File: src/rtl/pc_fetch_pkg.sv
// pc_fetch_pkg: state encoding and default vectors for the fetch sequencer
package pc_fetch_pkg;
    typedef enum logic [1:0] {
        S_IDLE  = 2'd0,
        S_FETCH = 2'd1,
        S_HOLD  = 2'd2
    } state_t;
    localparam logic [31:0] INSTR_BYTES  = 32'd4;
    localparam logic [31:0] DEF_RESET_PC = 32'h0000_0000;
    localparam logic [31:0] DEF_TRAP_PC  = 32'h0000_0080;
endpackage

File: src/rtl/pc_fetch_seq.sv
// pc_fetch_seq: PC sequencer with one outstanding imem fetch; PC_MISALIGN_TRAP_EN traps misaligned redirects
module pc_fetch_seq
    import pc_fetch_pkg::*;
#(
    parameter logic [31:0] RESET_PC = DEF_RESET_PC,
    parameter logic [31:0] TRAP_PC  = DEF_TRAP_PC
) (
    input  logic        clk,
    input  logic        rst,
    input  logic        redirect_valid,
    input  logic [31:0] redirect_pc,
    output logic        imem_req,
    output logic [31:0] imem_addr,
    input  logic        imem_ack,
    input  logic [31:0] imem_rdata,
    output logic        if_valid,
    input  logic        if_ready,
    output logic [31:0] if_pc,
    output logic [31:0] if_instr,
    output logic [31:0] pc_plus_4,
    output logic        misalign_err
);
    state_t      state, state_d;
    logic [31:0] pc, pc_d, pend_pc, pend_pc_d, addr_d, if_pc_d, if_instr_d, pp4_d, tgt;
    logic        pend, pend_d, req_d, valid_d, mis;
`ifdef PC_MISALIGN_TRAP_EN
    assign mis = redirect_valid && (redirect_pc[1:0] != 2'b00);
`else
    assign mis = 1'b0;
`endif
    assign tgt = mis ? TRAP_PC : (redirect_pc & ~32'h3);
    always_comb begin
        state_d    = state;
        pc_d       = pc;
        pend_d     = pend;
        pend_pc_d  = pend_pc;
        req_d      = imem_req;
        addr_d     = imem_addr;
        valid_d    = if_valid;
        if_pc_d    = if_pc;
        if_instr_d = if_instr;
        pp4_d      = pc_plus_4;
        case (state)
            S_IDLE: begin
                state_d = S_FETCH;
                pc_d    = redirect_valid ? tgt : pc;
            end
            S_FETCH: begin
                // req=0 here is the bubble before (re)issuing; the address is still free to change
                if (!imem_req) begin
                    pc_d   = redirect_valid ? tgt : pc;
                    addr_d = pc_d;
                    req_d  = 1'b1;
                end else if (imem_ack) begin
                    req_d = 1'b0;
                    if (redirect_valid || pend) begin
                        pc_d   = redirect_valid ? tgt : pend_pc;
                        pend_d = 1'b0;
                    end else begin
                        valid_d    = 1'b1;
                        if_instr_d = imem_rdata;
                        if_pc_d    = imem_addr;
                        pp4_d      = imem_addr + INSTR_BYTES;
                        state_d    = S_HOLD;
                    end
                end else if (redirect_valid) begin
                    pend_d    = 1'b1;
                    pend_pc_d = tgt;
                end
            end
            S_HOLD: begin
                if (redirect_valid || if_ready) begin
                    valid_d = 1'b0;
                    pc_d    = redirect_valid ? tgt : pc_plus_4;
                    state_d = S_FETCH;
                end
            end
            default: state_d = S_IDLE;
        endcase
    end
    always_ff @(posedge clk) begin
        if (rst) begin
            state        <= S_IDLE;
            pc           <= RESET_PC;
            pend         <= 1'b0;
            pend_pc      <= '0;
            imem_req     <= 1'b0;
            imem_addr    <= RESET_PC;
            if_valid     <= 1'b0;
            if_pc        <= '0;
            if_instr     <= '0;
            pc_plus_4    <= INSTR_BYTES;
            misalign_err <= 1'b0;
        end else begin
            state        <= state_d;
            pc           <= pc_d;
            pend         <= pend_d;
            pend_pc      <= pend_pc_d;
            imem_req     <= req_d;
            imem_addr    <= addr_d;
            if_valid     <= valid_d;
            if_pc        <= if_pc_d;
            if_instr     <= if_instr_d;
            pc_plus_4    <= pp4_d;
            misalign_err <= mis;
        end
    end
endmodule

File: config.mk
export PLATFORM = sky130hd
export DESIGN_NAME = pc_fetch_seq
export DESIGN_NICKNAME = d
export VERILOG_FILES = /design/src/rtl/pc_fetch_pkg.sv /design/src/rtl/pc_fetch_seq.sv
export SDC_FILE = /design/constraint.sdc
export NUM_CORES = 1
export LEC_CHECK = 0
export ABC_CLOCK_PERIOD_IN_PS = 6000
export CORE_MARGIN = 4
export CORE_UTILIZATION = 54
export DETAILED_ROUTE_END_ITERATION = 12
export PLACE_DENSITY = 0.82
export SLEW_MARGIN = 20
export SYNTH_ARGS = -nofsm -noshare
export SYNTH_HDL_FRONTEND = slang
export SYNTH_SLANG_ARGS = --single-unit
File: constraint.sdc
create_clock -name clk -period 6 [get_ports clk]
set_input_delay 0.6 -clock clk [delete_from_list [all_inputs] [get_ports clk]]
set_output_delay 0.6 -clock clk [all_outputs]
set_load 0.02 [all_outputs]
==> Word-level counts from Yosys, hierarchy flattened <==
Cells that the tools add are included.
{ "classes": {"add_sub_neg": 1, "eq_ne": 9, "mux": 23, "n_bitwise": 3, "reduce_logical": 13} }
{ "op_table": {"columns": ["operator", "count"], "rows": [
  ["2-to-1 mux 32 bit", 7],
  ["case mux 32 bit (3 select lines)", 1],
  ["adder 32 x 3 -> 32 bit (second input constant)", 1],
  ["AND reduction 4 bit", 4],
  ["2-to-1 mux 1 bit", 9],
  ["2-to-1 mux 2 bit", 4],
  ["!= test 2 bit (second input constant)", 4],
  ["!= test 3 bit (second input constant)", 2],
  ["case mux 2 bit (3 select lines)", 1],
  ["AND reduction 5 bit", 1],
  ["nonzero test 2 bit", 2],
  ["NOT 1 bit", 3],
  ["AND reduction 3 bit", 1],
  ["nonzero test 3 bit", 1],
  ["== test 2 x 1 -> 1 bit (second input constant)", 1],
  ["== test 2 bit (second input constant)", 1],
  ["zero test 2 bit", 1],
  ["logical OR 1 bit", 2],
  ["!= test 2 x 1 -> 1 bit (second input constant)", 1],
  ["case mux 1 bit (2 select lines)", 1],
  ["AND reduction 2 bit", 1]
]} }
{ "totals": {"ff_bits": 197, "in_bits": 69, "out_inout_bits": 131, "wordCells": 59} }

==> Logic depth before layout (Yosys ltp) <==
{ "logic_depth": {"word_depth": 5, "mapped_depth": 9, "depth_no_buf": 6} }

==> Least setup slack after synthesis <==
Ideal clock, no wire load.
{ "synth_path": {"path_type": "reg-to-reg", "startpoint": "register imem_addr[4]", "endpoint": "register pc_plus_4[24]", "t_arrival_ns": 2.187, "path_slack_ns": 3.739, "stages_incl_launch_ff": 8, "n_path_buf": 3, "cell_sequence": "dfxtp_1 -> buf_2 -> nand4_1 -> buf_4 -> or4_4 -> buf_6 -> or4_1 -> a31oi_1"} }
{ "synth_between": {"elab_chain_len": 1} }
{ "synth_rtl": {"columns": ["element", "line_no", "text"], "rows": [
  ["start: declaration", "pc_fetch_seq.sv:13", "output logic [31:0] imem_addr,"],
  ["start signal: assignment", "pc_fetch_seq.sv:100", "imem_addr <= addr_d;"],
  ["adder 32 x 3 -> 32 bit", "pc_fetch_seq.sv:63", "pp4_d = imem_addr + INSTR_BYTES;"],
  ["end signal: assignment", "pc_fetch_seq.sv:104", "pc_plus_4 <= pp4_d;"],
  ["end: declaration", "pc_fetch_seq.sv:20", "output logic [31:0] pc_plus_4,"]
]} }
Every way passes these cells.
A chain may end at the register's enable or synchronous reset.

==> Worst setup path after layout <==
{ "layout_path": {"startpoint": "register state[0]", "endpoint": "register pc[25]"} }
{ "layout_between": {"elab_chain_len": 3, "word_cells_on_any_way": 9, "classes_between": "5 x eq/ne; 1 x mux; 3 x reduce/logical"} }
{ "layout_rtl": {"columns": ["element", "line_no", "text"], "rows": [
  ["start: declaration", "pc_fetch_seq.sv:23", "state_t state, state_d;"],
  ["start signal: assignment", "pc_fetch_seq.sv:95", "state <= state_d;"],
  ["== test 2 x 1 -> 1 bit, or another cell as far along", "pc_fetch_seq.sv:43", "case (state)"],
  ["!= test 3 bit (no source line), or another cell as far along", null, null],
  ["AND reduction 4 bit (no source line)", null, null],
  ["end signal: assignment", "pc_fetch_seq.sv:96", "pc <= pc_d;"],
  ["end: declaration", "pc_fetch_seq.sv:24", "logic [31:0] pc, pc_d, pend_pc, pend_pc_d, addr_d, if_pc_d, if_instr_d, pp4_d, tgt;"]
]} }
Parallel ways exist; a longest one is shown, timed or not.

==> flow_summary.json <==
{
  "worstSetupPathType": "reg -> reg",
  "drt-vias-per-instance": 6.04,
  "maxCapViolations": 0,
  "synth.top_cell.area_share": 0.444,
  "core_area_sq_mm": 0.0159,
  "relSlewSlack": 0.261,
  "cts_setup_buffers": 0,
  "cp.required_ns": 6.32,
  "p_int_uw": 2750,
  "regToRegStartpoint": "state[0]",
  "setup_viol": 0,
  "vias": 8740,
  "worst_pin_slew_ns": 1.11,
  "grt_pass1_wl_mm": 42.2,
  "synth_area_leaders": "dfxtp_1 44%, a21oi_1 9.5%, nand2_1 8.6%, a211oi_1 6.6%, clkbuf_1 4.0%",
  "ir_drop_uv": 309,
  "yosys.area_share.simple": 0.165,
  "clock-root-buffer": "clkbuf_16",
  "wl_per_cell_um": 18.7,
  "first_pass_iters": 6,
  "arrival_ns": 3.30,
  "fin_hold_ws_ns": 0.454,
  "synthMostInstantiatedCell": "nand2_1",
  "end_kind": "register",
  "clock_latency_ns": 0.43,
  "cellLeakagePower_uw": 0.00383,
  "maxSlewViolCount": 0,
  "crit_chain": "inv_1, ha_1, buf_4, o32a_1, buf_4, a21oi_1, a211oi_1",
  "cts_tree": "done",
  "hold_class": "reg -> reg",
  "synth-edff-count": 0,
  "ys_types": 48,
  "nNetsFinal": 1294,
  "grt_usage": 0.286,
  "yosys.area_share.xor_xnor": 0.0110,
  "p_sw_uw": 1820,
  "hpwl_mm": 17.3,
  "detail-route-antenna-nets": 0,
  "ctsHoldBuffers": 0,
  "finClkSkew_ns": 0.00696,
  "worstSetupStartpoint": "state[0]",
  "dp_slack_ns": 2.93,
  "crit_family": "buffers and inverters",
  "synth_ff_type": "dfxtp_1",
  "final_cells": 1448,
  "start_util": 0.551,
  "die_w_um": 136,
  "crit_top_cell": "buf_4",
  "netlist_area_sq_mm": 0.00879,
  "cp_slowest_cell": "ha_1",
  "drive_above_1_share": 0.0471,
  "io_buffer_count": 196,
  "whs_endpoint": "if_pc[13]",
  "cts_buffers": 17,
  "hold_start": "if_pc[13]",
  "cts.sinks": 195,
  "n_antenna_cell": 0,
  "cp_max_fo": 25,
  "syn_avg_cell_area_sq_um": 7.98,
  "ff2ff_setup_slack_ns": 3.03,
  "fin_crit_ns": 2.97,
  "timing.rr.end": "pc[25]",
  "swShare": 0.398,
  "place_congestion": 0.838,
  "drc": 0,
  "synth-seq-cells": 195,
  "synth_fa_ha_area_frac": 0.00854,
  "power.density_mw_per_mm2": 403,
  "start_kind": "register",
  "period_share": 0.496,
  "syn_inst": 1101,
  "grt_pass1_vias": 7929,
  "rr_worst_depth": 7,
  "path_buf_inv": 3,
  "dp.cells": 1416,
  "cts_resized": 0,
  "yosys_warnings": 0,
  "grt-ovfl-total": 0,
  "status": "finished, final reports clean",
  "yosysTopAreaCell": "dfxtp_1",
  "yosysSeqAreaShare": 0.444,
  "synth_nets": 1176,
  "worstHoldPathCells": 2,
  "drtIter0Drc": 793,
  "clk_pin_slew_ns": 0.07,
  "synth_compound_area_frac": 0.266,
  "h-tree-depth": 4,
  "pin_count": 200,
  "p_clk_frac": 0.252,
  "antenna_found_initial": 0,
  "seq_power_share": 0.387,
  "fp-row-count": 46,
  "finalHoldViolations": 0,
  "fmax_mhz": 336,
  "worst_slack_ns": 3.03,
  "synth.area.mux_share": 0.0377,
  "die_h_um": 136,
  "routed_wl_mm": 27.1,
  "grt_max_degree": 145,
  "area_growth_pct": 28.8,
  "synth_top_family_by_area": "compound AO/OA/AOI/OAI gates",
  "cts_buffer_depth": 2,
  "rsz0062_at_grt": "no",
  "synth_common_cells": "202 x nand2_1, 195 x dfxtp_1, 166 x a21oi_1",
  "synthArstFlopShare": 0,
  "dieArea_sq_mm": 0.0184,
  "max_stage_delay_ns": 0.58,
  "final.setup.tns_ns": 0,
  "pwr-share-comb": 0.361
}
==> stage by stage <==
stage,power (uW),cell area [sq um],util
after detailed placement,3380,10700,0.672
final,4560,11300,0.710
after CTS,4530,11300,0.710
after global routing,4810,11300,0.710
after floorplan,2770,8790,-
after global placement,3340,10700,0.672
==> placed cells by master (no fill, tap or decap), types with 4 or more instances in the layout <==
cell,n
a211oi_1,77
a21oi_1,165
a221o_1,28
a311oi_1,10
a31oi_1,32
and4_1,4
buf_4,14
clkbuf_16,17
clkdlybuf4s50_1,194
clkinv_4,4
dfxtp_1,195
ha_1,5
inv_1,39
inv_6,5
mux2i_1,32
nand2_1,202
nand3_1,8
nand3b_1,4
nand4_1,8
nor2_1,63
nor3_1,4
nor4_1,9
o21ai_0,35
o21bai_1,4
o31ai_1,10
or3_1,5
or4_1,10
xnor2_1,8
==> worst max-delay path by stage <==
| stage | end | cells after the start |
|---|---|---|
| 6_report | pc[25] | 7 |
| 3_5_place_dp | pc_plus_4[6] | 5 |
| 4_1_cts | pc_plus_4[19] | 4 |
| 5_1_grt | pc_plus_4[8] | 6 |
| 3_3_place_gp | pc_plus_4[11] | 5 |
| 2_1_floorplan | pc_plus_4[24] | 7 |
==> cell families after synthesis <==
| group | Yosys count |
|---|---|
| xor gates and xnor gates | 11 |
| DFF | 195 |
| and+or+nand+nor | 334 |
| muxes | 33 |
| adders and majority gates | 6 |
| buffers and inverters | 149 |
| AOI/OAI and AO/OA | 372 |
| other | 1 |
==> registers in the layout (all words and copies together), names as in the netlist <==
register / flops
if_instr: 32
if_pc: 32
imem_addr: 32
pc: 32
pend_pc: 32
pc_plus_4: 30
state: 2
if_valid: 1
imem_req: 1
pend: 1
==> area by class of cell <==
cell class,instances,area [sq um]
sequential,195,3900
clock inverter,15,173
multi-input combinational,757,4350
inverter,39,146
tap,216,270
clock buffer,17,425
timing repair buffer,209,2060
fill,1297,4620
==> routing by layer <==
metal | track usage | up-vias | share of wire
li1 | - | 4153 | -
met1 | 0.394 | 4084 | 0.43
met2 | 0.448 | 463 | 0.46
met3 | 0.0635 | 40 | 0.099
met4 | 0.0929 | 0 | 0.016
met5 | 0 | - | 0
==> power by group through the flow <==
| stage | Combinational [uW] | Sequential [uW] | Clock (uW) |
|---|---|---|---|
| final | 1650 | 1770 | 1150 |
| after global routing | 1800 | 1790 | 1220 |
| after CTS | 1610 | 1760 | 1160 |
| after detailed placement | 1600 | 1780 | 0 |
| after global placement | 1560 | 1770 | 0 |
| after floorplan | 978 | 1790 | 0 |
==> worst reg2reg max path: cells and delay by family, from the launching register on <==
kind | cells | cell delay, ns
adders and majority gates | 1 | 0.58
AOI/OAI and AO/OA | 3 | 0.96
DFF | 1 | 0.36
buffers and inverters | 3 | 0.98
No activity file was read; power rests on OpenSTA's default activity.
